<file path="src/rtl/icache_refill_ctrl.sv">
// Instruction-cache refill sequencer: arbitrates demand vs prefetch,
// issues one line read to L2 and steers the returning beats into data RAM.
//
// Ports
//   clk, rst_n            clock, async active-low reset
//   dmd_req/addr/ack      demand miss request from MSHR, ack pulse
//   pf_req/addr/ack       prefetch request, ack pulse (accepted or dropped)
//   bus_req/addr/ack      L2 read request channel (line-aligned address)
//   bus_rvalid/rdata      L2 read data beats
//   ram_we/addr/beat/wdata  data RAM beat write port
//   linefill_done/src     line complete pulse, source (0 demand, 1 prefetch)
//   busy                  refill in progress
module icache_refill_ctrl #(
   parameter int ADDR_W = 32,
   parameter int DATA_W = 64,
   parameter int BEATS  = 4
) (
   input  logic                     clk,
   input  logic                     rst_n,
   input  logic                     dmd_req,
   input  logic [ADDR_W-1:0]        dmd_addr,
   output logic                     dmd_ack,
   input  logic                     pf_req,
   input  logic [ADDR_W-1:0]        pf_addr,
   output logic                     pf_ack,
   output logic                     bus_req,
   output logic [ADDR_W-1:0]        bus_addr,
   input  logic                     bus_ack,
   input  logic                     bus_rvalid,
   input  logic [DATA_W-1:0]        bus_rdata,
   output logic                     ram_we,
   output logic [ADDR_W-1:0]        ram_addr,
   output logic [$clog2(BEATS)-1:0] ram_beat,
   output logic [DATA_W-1:0]        ram_wdata,
   output logic                     linefill_done,
   output logic                     linefill_src,
   output logic                     busy
);

   localparam int OFF_W = $clog2(BEATS * DATA_W / 8);
   localparam int BW    = $clog2(BEATS);

   localparam logic [ADDR_W-1:0] LINE_MASK =
      {{(ADDR_W-OFF_W){1'b1}}, {OFF_W{1'b0}}};
   localparam logic [BW-1:0] LAST_BEAT = BW'(BEATS - 1);

   typedef enum logic [1:0] {
      IDLE,
      REQ,
      FILL,
      DONE
   } state_t;

   state_t            state;
   logic [ADDR_W-1:0] line_q;
   logic [BW-1:0]     cnt_q;
   logic              src_q;

   logic              idle;
   logic              in_req;
   logic              in_fill;
   logic              same_line;
   logic              any_req;
   logic [ADDR_W-1:0] grant_addr;

   assign idle    = (state == IDLE);
   assign in_req  = (state == REQ);
   assign in_fill = (state == FILL);
   assign any_req = dmd_req | pf_req;

   assign same_line =
      (dmd_addr[ADDR_W-1:OFF_W] == pf_addr[ADDR_W-1:OFF_W]);

   // Demand always wins; prefetch only if alone.
   assign grant_addr = dmd_req ? dmd_addr : pf_addr;

   // A prefetch to the line being demand-filled is acked and dropped.
   assign dmd_ack = idle & dmd_req;
   assign pf_ack  = idle & pf_req & (~dmd_req | same_line);

   always_ff @(posedge clk or negedge rst_n) begin
      if (!rst_n) begin
         state  <= IDLE;
         line_q <= '0;
         cnt_q  <= '0;
         src_q  <= 1'b0;
      end else begin
         unique case (state)
            IDLE: begin
               if (any_req) begin
                  line_q <= grant_addr & LINE_MASK;
                  src_q  <= ~dmd_req;
                  state  <= REQ;
               end
            end
            REQ: begin
               if (bus_ack) begin
                  cnt_q <= '0;
                  state <= FILL;
               end
            end
            FILL: begin
               if (bus_rvalid) begin
                  cnt_q <= cnt_q + 1'b1;
                  if (cnt_q == LAST_BEAT) begin
                     state <= DONE;
                  end
               end
            end
            DONE: begin
               state <= IDLE;
            end
            default: begin
               state <= IDLE;
            end
         endcase
      end
   end

   assign bus_req  = in_req;
   assign bus_addr = in_req ? line_q : '0;

   // Beats outside FILL (stray or coincident with bus_ack) never write.
   assign ram_we    = in_fill & bus_rvalid;
   assign ram_addr  = in_fill ? line_q : '0;
   assign ram_beat  = in_fill ? cnt_q : '0;
   assign ram_wdata = ram_we ? bus_rdata : '0;

   assign linefill_done = (state == DONE);
   assign linefill_src  = src_q;
   assign busy          = ~idle;

endmodule
</file>
<file path="config.mk">
export PLATFORM = sky130hd
export DESIGN_NAME = icache_refill_ctrl
export DESIGN_NICKNAME = d
export VERILOG_FILES = /design/src/rtl/icache_refill_ctrl.sv
export SDC_FILE = /design/constraint.sdc
export NUM_CORES = 1
export LEC_CHECK = 0
export ABC_AREA = 1
export CORE_MARGIN = 2
export CORE_UTILIZATION = 30
export CTS_CLUSTER_SIZE = 12
export DETAILED_ROUTE_END_ITERATION = 7
export MAX_ROUTING_LAYER = met4
export PLACE_DENSITY_LB_ADDON = 0.2
export SYNTH_ARGS = -nofsm -noshare
export SYNTH_HDL_FRONTEND = slang
export SYNTH_SLANG_ARGS = --single-unit
</file>
<file path="constraint.sdc">
create_clock -name clk -period 1.7 [get_ports clk]
set_clock_uncertainty 0.05 [all_clocks]
set_input_delay 0.34 -clock clk [delete_from_list [all_inputs] [get_ports clk]]
set_output_delay 0.34 -clock clk [all_outputs]
set_load 0.03 [all_outputs]
</file>
==> run summary <==
first-pass GRT wire length = 20,800 um
most frequent cells in the layout = nand2_1, buf_6, inv_1, clkdlybuf4s50_1, inv_2
Max Cap Viol = 0
Worst Setup End Kind = output port
shortest period the worst path allows = 1.94 ns
Syn Inst Count = 533
Final Hold Vio Count = 0
Die ar. = 10,900 um^2
r2r startpoint = state[0]
failing checks = setup timing
Synth Area in XOR/XNOR = 5.50%
Setup-failing EPs final = 125
CTS tree = built
Final WS setup = -0.240 ns
met2 WL = 8350 um
Reg clk slew, reported paths = 0.07 ns
setup slack, reg-to-reg = 0.04 ns
clk_lat worst skew = 0.28 ns
Crit. Startpoint = state[0]
Port Buffers = 250
total grt overflow = 0
hold_buf cts = 0
Ports = 271
Distinct cells, synth = 25
r2r endpoint = cnt_q[1]
antenna violations before repair = 1
largest family of logic cells by synthesized area = simple AND/OR/NAND/NOR gates
status = finished with violations
share of cells above drive strength 1 = 43.2%
Worst Path Required = 1.31 ns
H-tree levels = 2
Starting Density = 30.9%
TNS Setup = -23.15 ns
Vias = 4,236
Core Area = 9770 um^2
worst hold path type = in2async
RSZ-0062 raised after global routing = yes
vias in the first global route = 3,917
Adder-Cell Fraction of Synth Area = 2.48%
Synth Warn # = 0
Synth Register Bits = 32
Worst-Margin Slew = 0.762 ns
power density cells = 1480 nW/um^2
Routed Antenna Nets = 0
Root Buffer = clkbuf_8
fillers = 744
Synth-to-Final Area Change = 137%
FP Rows = 36
worst-path maximum fanout = 11
Die Wd = 104 um
Chip Height = 104 um
DRT Pass-1 Iters = 4
Slew Viols, Final = 0
hpwl dp = 10,100 um
Iter 0 DRT Violations = 127
total track usage = 24.4%
sequential fraction of the synthesis area = 26.5%
Critical Path AT = 1.55 ns
final hold slack = 0.0761 ns
Clock Path Buffers = 2
Worst R2R Path Depth = 7
synthesized cell area = 3020 um^2
pre-CTS setup slack = -0.476 ns
simple-gate share of the synthesized area = 32.8%
Worst setup SP type = register
Max-Slew Margin vs Limit = 49.2%
DRT Wirelength = 15,400 um
DR WL met3 = 1130 um
static leakage = 0.00383 uW
maximum ir drop on the vdd rail = 0.936 mV
cts bufs inserted = 5
WS Path Type = reg2out
f_max = 515 MHz
Worst Setup EP = ram_wdata[51]
max layer used = met4
syn_area_per_cell = 5.67 um^2
most common cell after layout, fill and taps aside = nand2_1
wire length on met1 = 5400 um
largest net degree at the start of global routing = 33
Layout Nets = 937
routed vias/inst = 4.55
Clock Sinks = 32
Tcrit/Tclk final = 114%
placer congestion estimate = 0.894
mux contribution to synthesized area = 0%
DRC Markers = 0
wire length per cell = 16.5 um
complex-gate fraction of the synthesized area = 7.53%
-- kinds of logic (layout without fill, tap and decap cells) --
family,count (synthesis),after routing
compound gates,36,36
xor+xnor,19,19
fa+ha+maj,6,6
buf+inv,180,436
flops,32,32
other cells,1,11
simple gates,259,259
-- what timing repair did --
| item | CTS | global route |
|---|---|---|
| hold endpoints to repair | 0 | 0 |
| pin swaps | 26 | 54 |
| setup endpoints to repair | 129 | 128 |
| gates resized for setup | 137 | 216 |
| gates cloned | 2 | 7 |
| buffers inserted | 1 | 1 |
-- layer usage --
| layer | global-route usage (%) | vias up |
|---|---|---|
| li1 | - | 2027 |
| met1 | 25.7 | 1978 |
| met2 | 44.6 | 193 |
| met3 | 6.20 | 38 |
| met4 | 7.82 | 0 |
| met5 | - | - |
-- critical path, cell delays in order (launching register included) --
cell and delay [ns]:
dfrtp_1 0.39, inv_2 0.09, ha_4 0.19, nand2_8 0.12, buf_12 0.20, nor2_4 0.11
buf_6 0.16
-- where the power goes --
part	total, uW	internal, uW	switching (uW)
Sequential	1720	1150	565
Clock	616	330	285
Combinational	8300	3680	4620
Total	10600	5160	5470
-- registers in the layout, indices dropped and copies added, names as in the netlist --
signal	cells
cnt_q	2
line_q	27
linefill_src	1
state	2
-- worst min path at each step --
stage           from         end  slack (ns)  cells past startpoint
2_1_floorplan  rst_n    cnt_q[0]      -0.006                      0
5_1_grt        rst_n  line_q[11]        0.12                      1
3_5_place_dp   rst_n  line_q[10]        0.40                      1
4_1_cts        rst_n  line_q[10]        0.09                      1
3_3_place_gp   rst_n  line_q[10]        0.40                      1
6_report       rst_n  line_q[11]        0.08                      1
-- synthesized netlist by cell type --
library cell  number  share of area [%]
buf_4             15                3.7
nor3_1             1               0.17
clkbuf_1           3               0.37
nand2_4            1               0.37
a32o_1             1               0.33
xor2_1             1               0.29
nor2_1           100                 12
xnor2_1           18                5.2
o21bai_1           1               0.25
inv_2              2               0.25
nand2_1          154                 19
a21oi_1            1               0.17
buf_6              1               0.37
dfrtp_1           32                 26
inv_1            144                 18
o31ai_1            1               0.25
ha_1               6                2.5
o21ai_0            4               0.66
nand4_1            1               0.21
o21ai_2            1               0.29
nor3_2             1               0.33
a31oi_1           27                5.6
buf_2             15                2.5
nand2_2            1               0.21
conb_1             1               0.12
-- per-stage QoR --
| step | area (um^2) | total power, uW | cells | utilization [%] |
|---|---|---|---|---|
| 3_3_place_gp | 5950 | 7710 | 912 | 60.9 |
| 5_1_grt | 7180 | 11200 | 932 | 73.4 |
| 2_1_floorplan | 3240 | 5110 | 542 | - |
| 6_report | 7180 | 10600 | 932 | 73.4 |
| 4_1_cts | 6350 | 8770 | 923 | 64.9 |
| 3_5_place_dp | 5950 | 7810 | 912 | 60.9 |
-- layout make-up --
type | instances | area [um^2] | share of cell area [%]
well taps | 133 | 166 | 2.32
multi-input cells | 330 | 2260 | 31.4
clock buffers | 8 | 90.1 | 1.26
repair buffers | 282 | 3310 | 46.1
inverters | 146 | 553 | 7.70
flip-flops and latches | 32 | 801 | 11.2
diodes | 1 | 2.50 | 0.0349
Note: power is estimated with default switching activity, not from simulation.
